### src/rtl/mm_arb_pkg.sv
// Shared types and default sizing for the multi-master FIFO write-port arbiter.
package mm_arb_pkg;

    typedef enum logic {
        IDLE   = 1'b0,
        LOCKED = 1'b1
    } arb_state_e;

    localparam int DEF_NUM_REQ   = 4;
    localparam int DEF_DW        = 32;
    localparam int DEF_MAX_BEATS = 16;

endpackage

### src/rtl/mm_req_arbiter_rr_pick.sv
// Combinational rotate-priority picker: first valid index at or above ptr_i, wrapping to 0.
module rr_pick #(
    parameter int N  = 4,
    parameter int IW = (N > 1) ? $clog2(N) : 1
) (
    input  logic [N-1:0]  valid_i,
    input  logic [IW-1:0] ptr_i,
    output logic [IW-1:0] winner_o,
    output logic          any_valid_o
);

    logic found;

    // Two ascending passes (ptr..N-1, then 0..ptr-1) avoid a modulo in the index path.
    always_comb begin
        winner_o    = '0;
        found       = 1'b0;
        any_valid_o = |valid_i;
        for (int j = 0; j < N; j++) begin
            if (!found && (j >= int'(ptr_i)) && valid_i[j]) begin
                found    = 1'b1;
                winner_o = IW'(j);
            end
        end
        for (int j = 0; j < N; j++) begin
            if (!found && (j < int'(ptr_i)) && valid_i[j]) begin
                found    = 1'b1;
                winner_o = IW'(j);
            end
        end
    end

endmodule

### src/rtl/mm_req_arbiter.sv
// Packet-locked round-robin arbiter funnelling NUM_REQ beat streams into one FIFO write port.
//  state  | meaning
//  IDLE   | no grant; pick next requester, one-cycle bubble before the first write
//  LOCKED | grant_id owns the FIFO port until last beat or MAX_BEATS accepted
module mm_req_arbiter
    import mm_arb_pkg::*;
#(
    parameter int NUM_REQ   = DEF_NUM_REQ,
    parameter int DW        = DEF_DW,
    parameter int MAX_BEATS = DEF_MAX_BEATS,
    parameter int IW        = $clog2(NUM_REQ)
) (
    input  logic                  clk,
    input  logic                  rst_,
    input  logic [NUM_REQ-1:0]    req_valid,
    input  logic [NUM_REQ*DW-1:0] req_data,
    input  logic [NUM_REQ-1:0]    req_last,
    output logic [NUM_REQ-1:0]    req_ready,
    input  logic                  fifo_full,
    output logic                  fifo_wr_en,
    output logic [DW-1:0]         fifo_data,
    output logic [IW-1:0]         grant_id,
    output logic                  busy,
    output logic                  overrun
);

    localparam int CW = $clog2(MAX_BEATS + 1);

    arb_state_e    state_q, state_d;
    logic [IW-1:0] grant_q, grant_d;
    logic [IW-1:0] rr_ptr_q, rr_ptr_d;
    logic [CW-1:0] beat_cnt_q, beat_cnt_d;
    logic          overrun_q, overrun_d;

    logic [IW-1:0] winner;
    logic          any_valid;
    logic          sel_valid, sel_last, accept;
    logic [DW-1:0] sel_data;
    logic [IW-1:0] grant_inc;

    rr_pick #(.N(NUM_REQ), .IW(IW)) u_rr_pick (
        .valid_i     (req_valid),
        .ptr_i       (rr_ptr_q),
        .winner_o    (winner),
        .any_valid_o (any_valid)
    );

    always_comb begin
        sel_valid = 1'b0;
        sel_last  = 1'b0;
        sel_data  = '0;
        for (int j = 0; j < NUM_REQ; j++) begin
            if (grant_q == IW'(j)) begin
                sel_valid = req_valid[j];
                sel_last  = req_last[j];
                sel_data  = req_data[j*DW +: DW];
            end
        end
    end

    assign grant_inc = (grant_q == IW'(NUM_REQ - 1)) ? '0 : grant_q + IW'(1);

    always_comb begin
        state_d    = state_q;
        grant_d    = grant_q;
        rr_ptr_d   = rr_ptr_q;
        beat_cnt_d = beat_cnt_q;
        overrun_d  = overrun_q;
        req_ready  = '0;
        accept     = 1'b0;
        unique case (state_q)
            IDLE: begin
                if (any_valid) begin
                    grant_d    = winner;
                    beat_cnt_d = '0;
                    state_d    = LOCKED;
                end
            end
            LOCKED: begin
                for (int j = 0; j < NUM_REQ; j++) begin
                    req_ready[j] = (grant_q == IW'(j)) && !fifo_full;
                end
                accept = sel_valid && !fifo_full;
                if (accept) begin
                    beat_cnt_d = beat_cnt_q + CW'(1);
                    if (sel_last || (beat_cnt_q == CW'(MAX_BEATS - 1))) begin
                        state_d  = IDLE;
                        rr_ptr_d = grant_inc;
                        // A last beat landing exactly on MAX_BEATS is a clean finish.
                        if (!sel_last) begin
                            overrun_d = 1'b1;
                        end
                    end
                end
            end
            default: state_d = IDLE;
        endcase
    end

    always_ff @(posedge clk or negedge rst_) begin
        if (!rst_) begin
            state_q    <= IDLE;
            grant_q    <= '0;
            rr_ptr_q   <= '0;
            beat_cnt_q <= '0;
            overrun_q  <= 1'b0;
        end else begin
            state_q    <= state_d;
            grant_q    <= grant_d;
            rr_ptr_q   <= rr_ptr_d;
            beat_cnt_q <= beat_cnt_d;
            overrun_q  <= overrun_d;
        end
    end

    assign fifo_wr_en = accept;
    assign fifo_data  = sel_data;
    assign grant_id   = grant_q;
    assign busy       = (state_q == LOCKED);
    assign overrun    = overrun_q;

endmodule

### config.mk
export PLATFORM = sky130hd
export DESIGN_NAME = mm_req_arbiter
export DESIGN_NICKNAME = d
export VERILOG_FILES = /design/src/rtl/mm_arb_pkg.sv /design/src/rtl/mm_req_arbiter_rr_pick.sv /design/src/rtl/mm_req_arbiter.sv
export SDC_FILE = /design/constraint.sdc
export NUM_CORES = 1
export LEC_CHECK = 0
export ABC_AREA = 1
export CAP_MARGIN = 10
export CORE_AREA = 2 2 78 80
export CTS_BUF_LIST = sky130_fd_sc_hd__clkbuf_16
export DETAILED_ROUTE_END_ITERATION = 8
export DIE_AREA = 0 0 80 82
export PLACE_DENSITY = 0.84
export SLEW_MARGIN = 0
export SYNTH_ARGS = -nofsm -noshare
export SYNTH_HDL_FRONTEND = slang
export SYNTH_SLANG_ARGS = --single-unit
### constraint.sdc
create_clock -name clk -period 4.17 [get_ports clk]
set_input_delay 0.834 -clock clk [delete_from_list [all_inputs] [get_ports clk]]
set_output_delay 0.834 -clock clk [all_outputs]
set_load 0.02 [all_outputs]
Word level (Yosys, flattened, before mapping) --
Cells that the tools add are included.
Operators by class: bitwise gates (word level) 2, multiplexer cells 34, magnitude comparators 6, reductions and logical operators 31, $add $sub $neg 2, eq/ne operators 6
Operators by type and width (count):
- $mux W32 | 4
- $mux W1 | 19
- $logic_and A1 B1 Y1 | 17
- $mux W2 | 6
- $mux W5 | 2
- $pmux W5 S2 | 1
- $logic_not A1 Y1 | 7
- $add A5 B1 Y5 const B | 1
- $eq A5 B4 Y1 const B | 1
- $eq A2 B2 Y1 const B | 2
- $ge A1 B2 Y1 const A | 2
- $lt A1 B2 Y1 const A | 2
- $mux W4 | 1
- $reduce_and A2 Y1 | 2
- $reduce_and A4 Y1 | 1
- $reduce_or A4 Y1 | 1
- $reduce_and A3 Y1 | 1
- $add A2 B1 Y2 const B | 1
- $eq A2 B1 Y1 const B | 1
- $ge A2 B2 Y1 const A | 1
- $logic_not A2 Y1 | 1
- $lt A2 B2 Y1 const A | 1
- $ne A2 B1 Y1 const B | 1
- $ne A2 B2 Y1 const B | 1
- other kinds (3) | 4
Storage, ports and cells: bits in registers 11, output and inout bits 41, bits of input ports 139

Depth between registers and ports, before layout --
word-level depth 26, gate-level depth with buffers 12, gate-level depth less buffers 11

By module --
A second synthesis with hierarchy kept.
Second synthesis, totals: cells, all modules 327, area total of the unflattened synthesis 1836.8 µm²
By module, submodules not included:
- mm_req_arbiter | area an instance 1709.1 µm², times used 1, cells each 300, seq. area each 275.3 µm²
- rr_pick | area an instance 127.6 µm², times used 1, cells each 27, seq. area each 0.0 µm²

Worst setup path after synthesis --
No wires, ideal clock.
path kind flip-flop to output port, start point reg grant_q[0] (netlist: grant_id[0]), end point out fifo_data[23], stages on the path, launching flop included 8, path slack 1491 ps, data arrival time 1845 ps, path through dfrtp_1 > inv_1 > ha_1 > buf_4 > inv_2 > clkbuf_1 > o21ai_0 > o21ai_0
Between the ends: word-level cells in the longest chain between the ends 5, elaborated cells on any way between the ends 8, those cells by class 3 x eq/ne; 4 x mux; 1 x reduce/logical
Ends and longest elaborated chain:
- start: declaration | line mm_req_arbiter.sv:30 | logic [IW-1:0] grant_q, grant_d;
- start signal: assignment | line mm_req_arbiter.sv:109 | grant_q <= grant_d;
- $logic_not A2 Y1 | line mm_req_arbiter.sv:53 | if (grant_q == IW'(j)) begin
- $mux W32 (3 in series) | line mm_req_arbiter.sv:53
- $mux W32 * | line mm_req_arbiter.sv:53
- end: declaration | line mm_req_arbiter.sv:21 | output logic [DW-1:0] fifo_data,
Every way passes the cells marked *; elsewhere a longest branch is shown, timed or not.

Final worst setup path --
start point reg grant_q[1] (netlist: grant_id[1]), end point out fifo_data[16]
Same word-level chain as after synthesis.

==> flow_summary.ini <==
[yosys]
synth_nets = 472
ys.flop_type = dfrtp_1
yosysWarningCount = 0
synth_seq_cells = 11
synth_common_cells = 125 x nand2_1, 52 x o21ai_0, 35 x a21oi_1
synth_cells = 327
synthArstFlopShare_pct = 100
yosys.area.top_type = nand2_1
synth_top_area_share_pct = 26.4
ys_types = 28
yosysSeqAreaShare_pct = 15.5
syn_area_mm2 = 0.00177
yosysMostFrequentCell = nand2_1
synth_area_per_cell_um2 = 5.43
synth_area_leaders = nand2_1 26%, dfrtp_1 16%, o21ai_0 15%
synth_edf_count = 0

[global_routing]
grt_pass1_vias = 2421
grt_max_degree = 44
grt_pass1_wl_um = 11900
grt_antenna_before_repair = 0
grtUsageTotal_pct = 22.8
grt-ovfl-total = 0

[die]
core_area_mm2 = 0.00575
dieArea_mm2 = 0.00656
start_util_pct = 30.9
die_h_um = 82
die_w_um = 80
ios = 180
rows = 28

[timing]
rsz0062_at_grt = false
clock_skew_ps = 4.13
post-route-period-util_pct = 90.2
fin_ws_ps = 408
hold_viol = 0
fin_crit_ps = 3760
setup_tns_ps = 0
max_freq_mhz = 266
hold_ws_ps = 458
drv_slew = 0
max-slew-margin-rel_pct = 41.6
tightest_slew_ps = 876
setup_viol = 0

[setup_path]
slowest_stage = ha_1
arrival_ps = 2930
cp-start-kind = register
cp_top_family = buffers and inverters
cp_common_cell = o21ai_0
r2r_start = grant_id[0]
crit_path_max_incr_delay_ps = 730
cp_data_required_time_ps = 3340
critical_path_class = register to output pin
cp.buffers_inverters = 3
crit_fanout = 20
crit_chain = inv_1 -> ha_1 -> buf_4 -> a21oi_1 -> nand2_1 -> o21ai_0 -> o21ai_0 -> clkdlybuf4s50_1
cp-startpoint = grant_id[1]
cp-end-kind = output pin

[detailed_routing]
drtIter0Drc = 84
ant_nets = 0
vias = 2704
routed_wl_um = 8080
drt-vias-per-instance = 4.77
drc = 0
drtPass1Iterations = 4
wire_per_inst_um = 14.3

[cts]
cts_root_buf = clkbuf_16
clock_latency_ps = 240
ctsHoldBuffers = 0
path_clk_slew_ps = 40
cts_buffers = 3
cts_tree = yes
cts_sinks = 11
cts_setup_buffers = 0
post_cts_resized = 0
ctsHtreeMaxLevel = 1
clockBufferDepth = 2

[placement]
place_congestion = 0.900
port_buffers = 179
dpl_worst_slack_ps = 680
dp_hpwl_um = 6530

[final_layout]
drive_above_1_share_pct = 3.86
antenna_cells = 0
fill_cells = 529
nNetsFinal = 638
syn_to_final_growth_pct = 106
multi_input_area_mm2 = 0.00131
seq_area_um2 = 275

[hold_path]
hp-start = overrun
hold_path.class = register to register

[outcome]
status = finished clean

[power]
leakagePower_uw = 0.00155
power_density_mw_per_mm2 = 643
max-vdd-ir-drop_v = 0.000416

[flow_run]
drv_cap = 0
-- worst paths after layout --
path                       depth (start not counted)            end  slack, ps
max                                                8  fifo_data[16]        410
min in group asynchronous                          1           busy        950
min reg2reg                                        2        overrun        460
min                                                2        overrun        460
max in group asynchronous                          1  beat_cnt_q[4]       2860
max reg2reg                                        8    rr_ptr_q[1]       1950
-- layout by cell type, fill, tap and decap left out, drive strengths merged --
cell type      synthesis  final
dfrtp                 11     11
nand4                  2      2
clkbuf                 7      3
o22ai                  1      1
nor3b                  1      1
nand3                 13     13
nor2                  21     21
o21ai                 65     65
nand2                128    128
a21oi                 36     36
clkinv                 1      1
xor2                   1      1
buf                   14      3
ha                     6      6
inv                   18     19
clkdlybuf4s50          0    179
or2                    2      2
-- tightest hold or removal path: cells and delay by family (launching register included) --
kind	cells	cell delay (ps)
DFF	1	330
buffers and inverters	1	40
and+or+nand+nor	1	50
-- layout make-up --
type,count,area share [%]
timing repair buffer,182,49.8
multi-input combinational,276,35.9
sequential,11,7.55
tap,75,2.57
inverter,19,2.09
clock buffer,3,2.06
clock inverter,1,0.103
-- report_power, final --
part / total [uW] / internal (uW) / switching (uW)
registers: 194 / 151 / 42.4
clock network: 175 / 126 / 49.4
logic: 1970 / 876 / 1100
-- per-layer routing --
metal	vias up	wire length (um)	global-route usage, %
li1	1400	-	-
met1	1175	3220	26.6
met2	118	4080	42.1
met3	11	667	5.71
met4	0	116	5.08
met5	-	0	0
-- registers in the layout, indices dropped and copies added (netlist names) --
name,cells
grant_id,2
rr_ptr_q,2
busy,1
overrun,1
beat_cnt_q,5
-- logic make-up after synthesis --
kind of cell / synth area share (%)
AND/OR/NAND/NOR: 39.8
buffers and inverters: 10.9
XOR/XNOR: 0.494
adder cells (fa/ha/maj): 4.23
flip-flops: 15.5
AO/OA/AOI/OAI: 29.1
-- per-stage QoR --
stage	power, uW	instances	util, %	instance area [um2]
floorplan	1380	327	-	1770
finish	2340	567	63.5	3650
CTS	2350	567	63.5	3650
global placement	2130	563	62.1	3570
global route	2560	567	63.5	3650
detailed placement	2170	563	62.1	3570
No activity file was read; power rests on OpenSTA's default activity.
